$ cat config.mk
export PLATFORM = sky130hd
export DESIGN_NAME = spwm_duty_gen_flat
export DESIGN_NICKNAME = d
export VERILOG_FILES = /design/src/rtl/spwm_duty_gen_if.sv /design/src/rtl/spwm_duty_gen.sv /design/src/flat_wrapper.sv
export SDC_FILE = /design/constraint.sdc
export NUM_CORES = 1
export LEC_CHECK = 0
export CORE_MARGIN = 2
export CORE_UTILIZATION = 60
export CTS_BUF_LIST = sky130_fd_sc_hd__clkbuf_16
export CTS_CLUSTER_SIZE = 16
export DETAILED_ROUTE_END_ITERATION = 10
export PLACE_DENSITY = 0.81
export SLEW_MARGIN = 25
export SYNTH_ARGS = -nofsm -noshare
export SYNTH_HDL_FRONTEND = slang
export SYNTH_SLANG_ARGS = --single-unit
$ cat constraint.sdc
create_clock -name clk -period 6.3 [get_ports clk]
set_input_delay 1.575 -clock clk [delete_from_list [all_inputs] [get_ports clk]]
set_output_delay 1.575 -clock clk [all_outputs]
set_load 0.1 [all_outputs]
$ cat src/rtl/spwm_duty_gen_if.sv
// spwm_duty_gen_if
//   Bundles the run/amplitude controls and the duty-word outputs of
//   spwm_duty_gen.
//   en       run request (0 = ramp amplitude down, then park)
//   amp_set  target amplitude 0..255
//   d        10-bit duty word for the PWM stage
//   sync     one-clock pulse when a new d first becomes visible
//   zero_x   one-clock pulse with sync when the sample has phase 0 and amp != 0
//   amp      current ramped amplitude
//   Modport master drives the controls; modport slave is the generator side.
interface spwm_duty_gen_if;
   logic       en;
   logic [7:0] amp_set;
   logic [9:0] d;
   logic       sync;
   logic       zero_x;
   logic [7:0] amp;

   modport master (output en, output amp_set,
                   input d, input sync, input zero_x, input amp);
   modport slave  (input en, input amp_set,
                   output d, output sync, output zero_x, output amp);
endinterface

$ cat src/rtl/spwm_duty_gen.sv
// spwm_duty_gen
//   Sinusoidal duty-cycle generator for the single-phase bridge. Once per
//   PWM period it advances an 8-bit phase index, ramps the amplitude toward
//   its target, looks the phase up in a quarter-wave sine table, scales it by
//   the amplitude and presents the result as a duty word centred on 512.
//   The new word appears on the edge where the period counter wraps to 0.
//   Ports:
//     clk  system clock, rising edge
//     rst  synchronous active-high reset
//     bus  spwm_duty_gen_if.slave (en, amp_set in; d, sync, zero_x, amp out)
//   Parameters:
//     PERIOD     clocks per PWM period (>= 4), matches the PWM counter
//     RAMP_STEP  amplitude change per update (1..255)
module spwm_duty_gen #(
   parameter int PERIOD    = 1024,
   parameter int RAMP_STEP = 1
) (
   input logic             clk,
   input logic             rst,
   spwm_duty_gen_if.slave  bus
);

   localparam int PC_W = $clog2(PERIOD);
   localparam logic [PC_W-1:0] PC_LAST = PC_W'(PERIOD - 1);
   localparam logic [PC_W-1:0] PC_T1   = PC_W'(PERIOD - 3);
   localparam logic signed [9:0] STEP_S = 10'(RAMP_STEP);

   logic [PC_W-1:0] pc;
   logic            t1;

   logic            vld_p0, vld_p1;
   logic [7:0]      idx_p0, amp_p0;
   logic [8:0]      mag_p1;
   logic            neg_p1;
   logic [7:0]      idx_p1, amp_p1;
   logic [9:0]      d_p2;
   logic            sync_p2, zx_p2;
   logic [7:0]      tgt;
   logic [6:0]      k_p0;

   // Amplitude ramp toward the target; lands exactly on tgt when the step overshoots.
   function automatic logic [7:0] ramp(input logic [7:0] cur, input logic [7:0] tg);
      logic signed [9:0] cur_s, tgt_s, up_s, dn_s;
      cur_s = signed'({2'b00, cur});
      tgt_s = signed'({2'b00, tg});
      up_s  = cur_s + STEP_S;
      dn_s  = cur_s - STEP_S;
      if (cur_s < tgt_s)      return (up_s > tgt_s) ? tg : up_s[7:0];
      else if (cur_s > tgt_s) return (dn_s < tgt_s) ? tg : dn_s[7:0];
      else                    return cur;
   endfunction

   // Quarter-wave table: round(511*sin(pi*k/128)), k = 0..64.
   function automatic logic [8:0] qwave(input logic [6:0] k);
      case (k)
         7'd0:  return 9'd0;   7'd1:  return 9'd13;  7'd2:  return 9'd25;  7'd3:  return 9'd38;
         7'd4:  return 9'd50;  7'd5:  return 9'd63;  7'd6:  return 9'd75;  7'd7:  return 9'd87;
         7'd8:  return 9'd100; 7'd9:  return 9'd112; 7'd10: return 9'd124; 7'd11: return 9'd136;
         7'd12: return 9'd148; 7'd13: return 9'd160; 7'd14: return 9'd172; 7'd15: return 9'd184;
         7'd16: return 9'd196; 7'd17: return 9'd207; 7'd18: return 9'd218; 7'd19: return 9'd230;
         7'd20: return 9'd241; 7'd21: return 9'd252; 7'd22: return 9'd263; 7'd23: return 9'd273;
         7'd24: return 9'd284; 7'd25: return 9'd294; 7'd26: return 9'd304; 7'd27: return 9'd314;
         7'd28: return 9'd324; 7'd29: return 9'd334; 7'd30: return 9'd343; 7'd31: return 9'd352;
         7'd32: return 9'd361; 7'd33: return 9'd370; 7'd34: return 9'd379; 7'd35: return 9'd387;
         7'd36: return 9'd395; 7'd37: return 9'd403; 7'd38: return 9'd410; 7'd39: return 9'd418;
         7'd40: return 9'd425; 7'd41: return 9'd432; 7'd42: return 9'd438; 7'd43: return 9'd445;
         7'd44: return 9'd451; 7'd45: return 9'd456; 7'd46: return 9'd462; 7'd47: return 9'd467;
         7'd48: return 9'd472; 7'd49: return 9'd477; 7'd50: return 9'd481; 7'd51: return 9'd485;
         7'd52: return 9'd489; 7'd53: return 9'd492; 7'd54: return 9'd496; 7'd55: return 9'd499;
         7'd56: return 9'd501; 7'd57: return 9'd503; 7'd58: return 9'd505; 7'd59: return 9'd507;
         7'd60: return 9'd509; 7'd61: return 9'd510; 7'd62: return 9'd510; 7'd63: return 9'd511;
         default: return 9'd511;
      endcase
   endfunction

   // Scale by amplitude (keep product bits [16:8]) and offset around mid-scale.
   // Worst case 512 +/- 509 stays inside 3..1021, so no clamp is needed.
   function automatic logic [9:0] duty(input logic [8:0] mag, input logic [7:0] a,
                                       input logic neg);
      logic [16:0] prod;
      logic [9:0]  s;
      prod = {8'd0, mag} * {9'd0, a};
      s    = {1'b0, prod[16:8]};
      return neg ? (10'd512 - s) : (10'd512 + s);
   endfunction

   assign t1  = (pc == PC_T1);
   assign tgt = bus.en ? bus.amp_set : 8'd0;
   // Odd quadrants run the table backwards.
   assign k_p0 = idx_p0[6] ? (7'd64 - {1'b0, idx_p0[5:0]}) : {1'b0, idx_p0[5:0]};

   always_ff @(posedge clk) begin
      if (rst) begin
         pc      <= '0;
         vld_p0  <= 1'b0;
         vld_p1  <= 1'b0;
         idx_p0  <= 8'd0;
         amp_p0  <= 8'd0;
         mag_p1  <= 9'd0;
         neg_p1  <= 1'b0;
         idx_p1  <= 8'd0;
         amp_p1  <= 8'd0;
         d_p2    <= 10'd512;
         sync_p2 <= 1'b0;
         zx_p2   <= 1'b0;
      end else begin
         pc     <= (pc == PC_LAST) ? '0 : pc + 1'b1;
         vld_p0 <= t1;
         vld_p1 <= vld_p0;

         // ---- stage 0 (T1): amplitude ramp and phase advance ----
         if (t1) begin
            amp_p0 <= ramp(amp_p0, tgt);
            // Parked (stopped with zero amplitude) pins the phase so a restart begins at idx 1.
            idx_p0 <= (!bus.en && amp_p0 == 8'd0) ? 8'd0 : idx_p0 + 8'd1;
         end

         // ---- stage 1 (T2): quarter-wave lookup ----
         if (vld_p0) begin
            mag_p1 <= qwave(k_p0);
            neg_p1 <= idx_p0[7];
            idx_p1 <= idx_p0;
            amp_p1 <= amp_p0;
         end

         // ---- stage 2 (T3): scaling, duty word and markers ----
         sync_p2 <= vld_p1;
         zx_p2   <= vld_p1 && (idx_p1 == 8'd0) && (amp_p1 != 8'd0);
         if (vld_p1) d_p2 <= duty(mag_p1, amp_p1, neg_p1);
      end
   end

   assign bus.d      = d_p2;
   assign bus.sync   = sync_p2;
   assign bus.zero_x = zx_p2;
   assign bus.amp    = amp_p0;

endmodule

$ cat src/flat_wrapper.sv
// flat-port wrapper written by rule: the top's interface ports become plain ports
module spwm_duty_gen_flat 
#(
   parameter int PERIOD    = 1024,
   parameter int RAMP_STEP = 1
)
  (clk, rst, bus_en, bus_amp_set, bus_d, bus_sync, bus_zero_x, bus_amp);
  spwm_duty_gen_if bus_i ();
  input logic clk;
  input logic rst;
  input wire logic [$bits(bus_i.en)-1:0] bus_en;
  input wire logic [$bits(bus_i.amp_set)-1:0] bus_amp_set;
  output wire logic [$bits(bus_i.d)-1:0] bus_d;
  output wire logic [$bits(bus_i.sync)-1:0] bus_sync;
  output wire logic [$bits(bus_i.zero_x)-1:0] bus_zero_x;
  output wire logic [$bits(bus_i.amp)-1:0] bus_amp;
  assign bus_i.en = bus_en;
  assign bus_i.amp_set = bus_amp_set;
  assign bus_d = bus_i.d;
  assign bus_sync = bus_i.sync;
  assign bus_zero_x = bus_i.zero_x;
  assign bus_amp = bus_i.amp;
  spwm_duty_gen #(.PERIOD(PERIOD), .RAMP_STEP(RAMP_STEP)) u_core (.clk(clk), .rst(rst), .bus(bus_i));
endmodule
==> results.txt <==
CTS Root Cell -> clkbuf_16
Initial Utilization -> 61.4%
# diodes -> 0
Int Power -> 704 uW
Synth Cell Area -> 6660 um^2
Reg2reg start -> u_core.amp_p1[7]
Initial antenna violation count -> 0
Clock latency at the later pin of the worst-skew pair -> 0.34 ns
Commonest cells post-synth -> 80 x nor2_1, 74 x ha_1, 71 x inv_1, 68 x nand2_1, 65 x dfxtp_1
Post-Syn Instances -> 806
Final Hold Fails -> 0
CTS Hold Bufs -> 0
Most used cell, CP -> fa_1
Finished Cell Area -> 7290 um^2
Die height -> 109 um
Layout Cells excl Fill -> 952
Worst Max-Slew Pin Slew -> 0.974 ns
Cts bufs inserted -> 9
Vias/cell -> 6.03
Hold Path End -> u_core.bus.d[5]
Logic gate share of total power -> 4.9%
Reg2reg setup slack -> 0.64 ns
Minimum clock period -> 5.66 ns
Final net count -> 933
Clock Tree Buf Depth -> 2
Outcome -> complete, no violations
Layout cells sized above 1 -> 4.43%
Number of enable flip-flop cells after synthesis -> 0
Placement row count -> 38
Yosys warning count -> 0
Top-count cell post-synth -> nor2_1
Reg2reg path depth -> 17
Cell Area, Placed -> 7000 um^2
Chip Width -> 109 um
CP required -> 6.53 ns
Vias in the first global route -> 5601
Largest net degree at the start of global routing -> 45
Buf/Inv on CP -> 2
Final Cycle Share -> 89.8%
Hold_sp -> u_core.bus.d[5]
Power Density -> 128 nW/um^2
Library cells used by synthesis -> 63
Die area -> 12000 um^2
Max-Cap Viols -> 0
Synthesized flop and latch total -> 65
Post-synthesis sequential area ratio -> 19.6%
CTS tree -> done
Sequential fraction of design power -> 44.3%
CP peak stage delay -> 0.55 ns
First-pass DRT Iterations -> 5
Fill cells -> 886
Setup Skew -> 0.00800 ns
Crit start category -> flip-flop
Total GRT Usage -> 27.4%
CP Capture Type -> flip-flop
Rel. slew slack -> 34.9%
Clock Power Share -> 50.9%
GP Congestion -> 0.945
Syn nets -> 932
Clk slew on worst S/H paths -> 0.06 ns
Wire per inst -> 16.2 um
Core area -> 10800 um^2
Iteration-0 DRC Markers -> 576
Setup tns final -> 0 ns
Top post-synthesis cells by area -> dfxtp_1 20%, ha_1 14%, fa_1 12%
Critical Path AT -> 5.89 ns
# clock sinks -> 65
Hold path cells -> 2
VDD IR-drop max -> 0.000225 V
Async SR Flop Fraction -> 0%
Final Setup Violations -> 0
DRC viols -> 0
Unrepaired setup endpoints after global routing -> false
Fin util -> 67.3%
Cts repair resizes -> 0
Syn avg cell area -> 8.26 um^2
Vias -> 5737
NetSw -> 232 uW
Crit path max-delay family -> adder cells
I/O pins -> 31
HP Class -> reg2reg
Max-slew violations -> 0
Hpwl dp -> 11.6 mm
Area delta synth->final -> 9.55%
CP cell instances -> nand2_1, fa_1, fa_1, fa_1, fa_1, inv_1, ha_1, a21oi_1, mux2i_1, o21ai_0, a311oi_1, inv_1, ha_1, nor3b_1, o311a_1, o2111a_1, a2111oi_2
Setup repair bufs after CTS -> 0
Reg-to-Reg End -> u_core.bus.d[6]
H-tree depth -> 3
Post-synth top area share -> 19.6%
Net Sw Frac -> 24.8%
Slowest-stage cell, CP -> fa_1
Max Clock Freq -> 0.177 GHz
Port bufs -> 30
Total wire length -> 15.4 mm
Leak -> 3.23 nW
DRT antenna net count -> 0
Cell count after placement -> 936
First-pass GRT wire length -> 25.9 mm
Crit Path Class -> reg2reg
Total grt overflow -> 0
Top FF cell, synth -> dfxtp_1
Crit Path Max Fanout -> 11
Yosys top cell by area -> dfxtp_1
==> layout make-up <==
| class | count | area (um^2) | share of cell area [%] |
|---|---|---|---|
| Sequential cell | 65 | 1300 | 17.8 |
| Tap cell | 140 | 175 | 2.40 |
| Inverter | 71 | 267 | 3.66 |
| Clock inverter | 7 | 61.3 | 0.841 |
| Timing Repair Buffer | 37 | 353 | 4.84 |
| Clock buffer | 9 | 225 | 3.09 |
| Multi-Input combinational cell | 623 | 4910 | 67.3 |
==> flip-flops by register name, summed over array words and instances, names as in the netlist <==
signal and count:
u_core.pc 10, u_core.bus.amp 8, u_core.vld_p0 1, u_core.idx_p1 8, u_core.bus.zero_x 1, u_core.vld_p1 1
u_core.bus.sync 1, u_core.bus.d 10, u_core.mag_p1 9, u_core.idx_p0 8, u_core.amp_p1 8
==> logic make-up (layout without fill, tap and decap cells) <==
family / Yosys count / after routing / share of synthesized area (%)
AO/OA/AOI/OAI: 152 / 152 / 16.3
XOR/XNOR: 45 / 45 / 5.92
adder cells (fa/ha/maj): 115 / 115 / 26.2
buffers and inverters: 118 / 124 / 6.81
flip-flops: 65 / 65 / 19.6
multiplexers: 24 / 24 / 3.99
AND/OR/NAND/NOR: 287 / 287 / 21.2
==> worst max path at each step <==
stage	start	endpoint	slack, ns	cells after the start
6_report	u_core.amp_p1[7]	u_core.bus.d[6]	0.64	17
5_1_grt	u_core.amp_p1[7]	u_core.bus.d[6]	0.27	17
4_1_cts	u_core.amp_p1[7]	u_core.bus.d[6]	0.65	17
3_5_place_dp	u_core.amp_p1[4]	u_core.bus.d[6]	0.73	18
3_3_place_gp	u_core.amp_p1[4]	u_core.bus.d[6]	0.86	18
2_1_floorplan	u_core.amp_p1[4]	u_core.bus.d[6]	0.97	20
==> worst register-to-register path, stage by stage (launching register included) <==
cell and delay (ns):
dfxtp_1 0.51, nand2_1 0.14, fa_1 0.52, fa_1 0.52, fa_1 0.52, fa_1 0.55
inv_1 0.04, ha_1 0.40, a21oi_1 0.30, mux2i_1 0.20, o21ai_0 0.10, a311oi_1 0.43
inv_1 0.09, ha_1 0.22, nor3b_1 0.16, o311a_1 0.38, o2111a_1 0.15, a2111oi_2 0.32
==> stage by stage <==
| step | total power [mW] | worst slack, ns | hold slack, ns |
|---|---|---|---|
| after global placement | 0.467 | 0.863 | 0.457 |
| final | 0.936 | 0.640 | 0.487 |
| after floorplan | 0.452 | 0.967 | 0.445 |
| after detailed placement | 0.468 | 0.728 | 0.477 |
| after global routing | 0.967 | 0.268 | 0.510 |
| after CTS | 0.943 | 0.649 | 0.485 |
==> per-layer routing <==
layer / vias to the layer above / global-route usage, % / part of all wire (%)
li1: 2782 / - / -
met1: 2742 / 33.4 / 42
met2: 168 / 47.6 / 50
met3: 45 / 4.09 / 4.7
met4: 0 / 12.2 / 3.2
met5: - / 0 / 0
==> placed cells by master (no fill, tap or decap), types with 9 or more instances in the layout <==
cell type | Yosys | layout
dfxtp_1 | 65 | 65
nand3_1 | 25 | 25
fa_1 | 41 | 41
a211oi_1 | 20 | 20
mux2i_1 | 22 | 22
nor2_1 | 80 | 80
ha_1 | 74 | 74
and3_1 | 10 | 10
nor3_1 | 10 | 10
nand2b_1 | 11 | 11
clkdlybuf4s50_1 | 0 | 30
and2_1 | 53 | 53
xnor2_1 | 20 | 20
o21ai_0 | 25 | 24
inv_1 | 71 | 71
clkbuf_16 | 0 | 9
nand2_1 | 68 | 68
xor2_1 | 25 | 24
a21o_1 | 10 | 10
a21oi_1 | 25 | 25
==> power by group through the flow <==
stage	Clock, mW	Sequential (mW)	Combinational [mW]
CTS	0.483	0.414	0.0451
floorplan	0	0.423	0.0286
finish	0.476	0.414	0.0456
global route	0.501	0.414	0.0511
detailed placement	0	0.424	0.0447
global placement	0	0.423	0.0437
(Power assumes the default switching activity.)
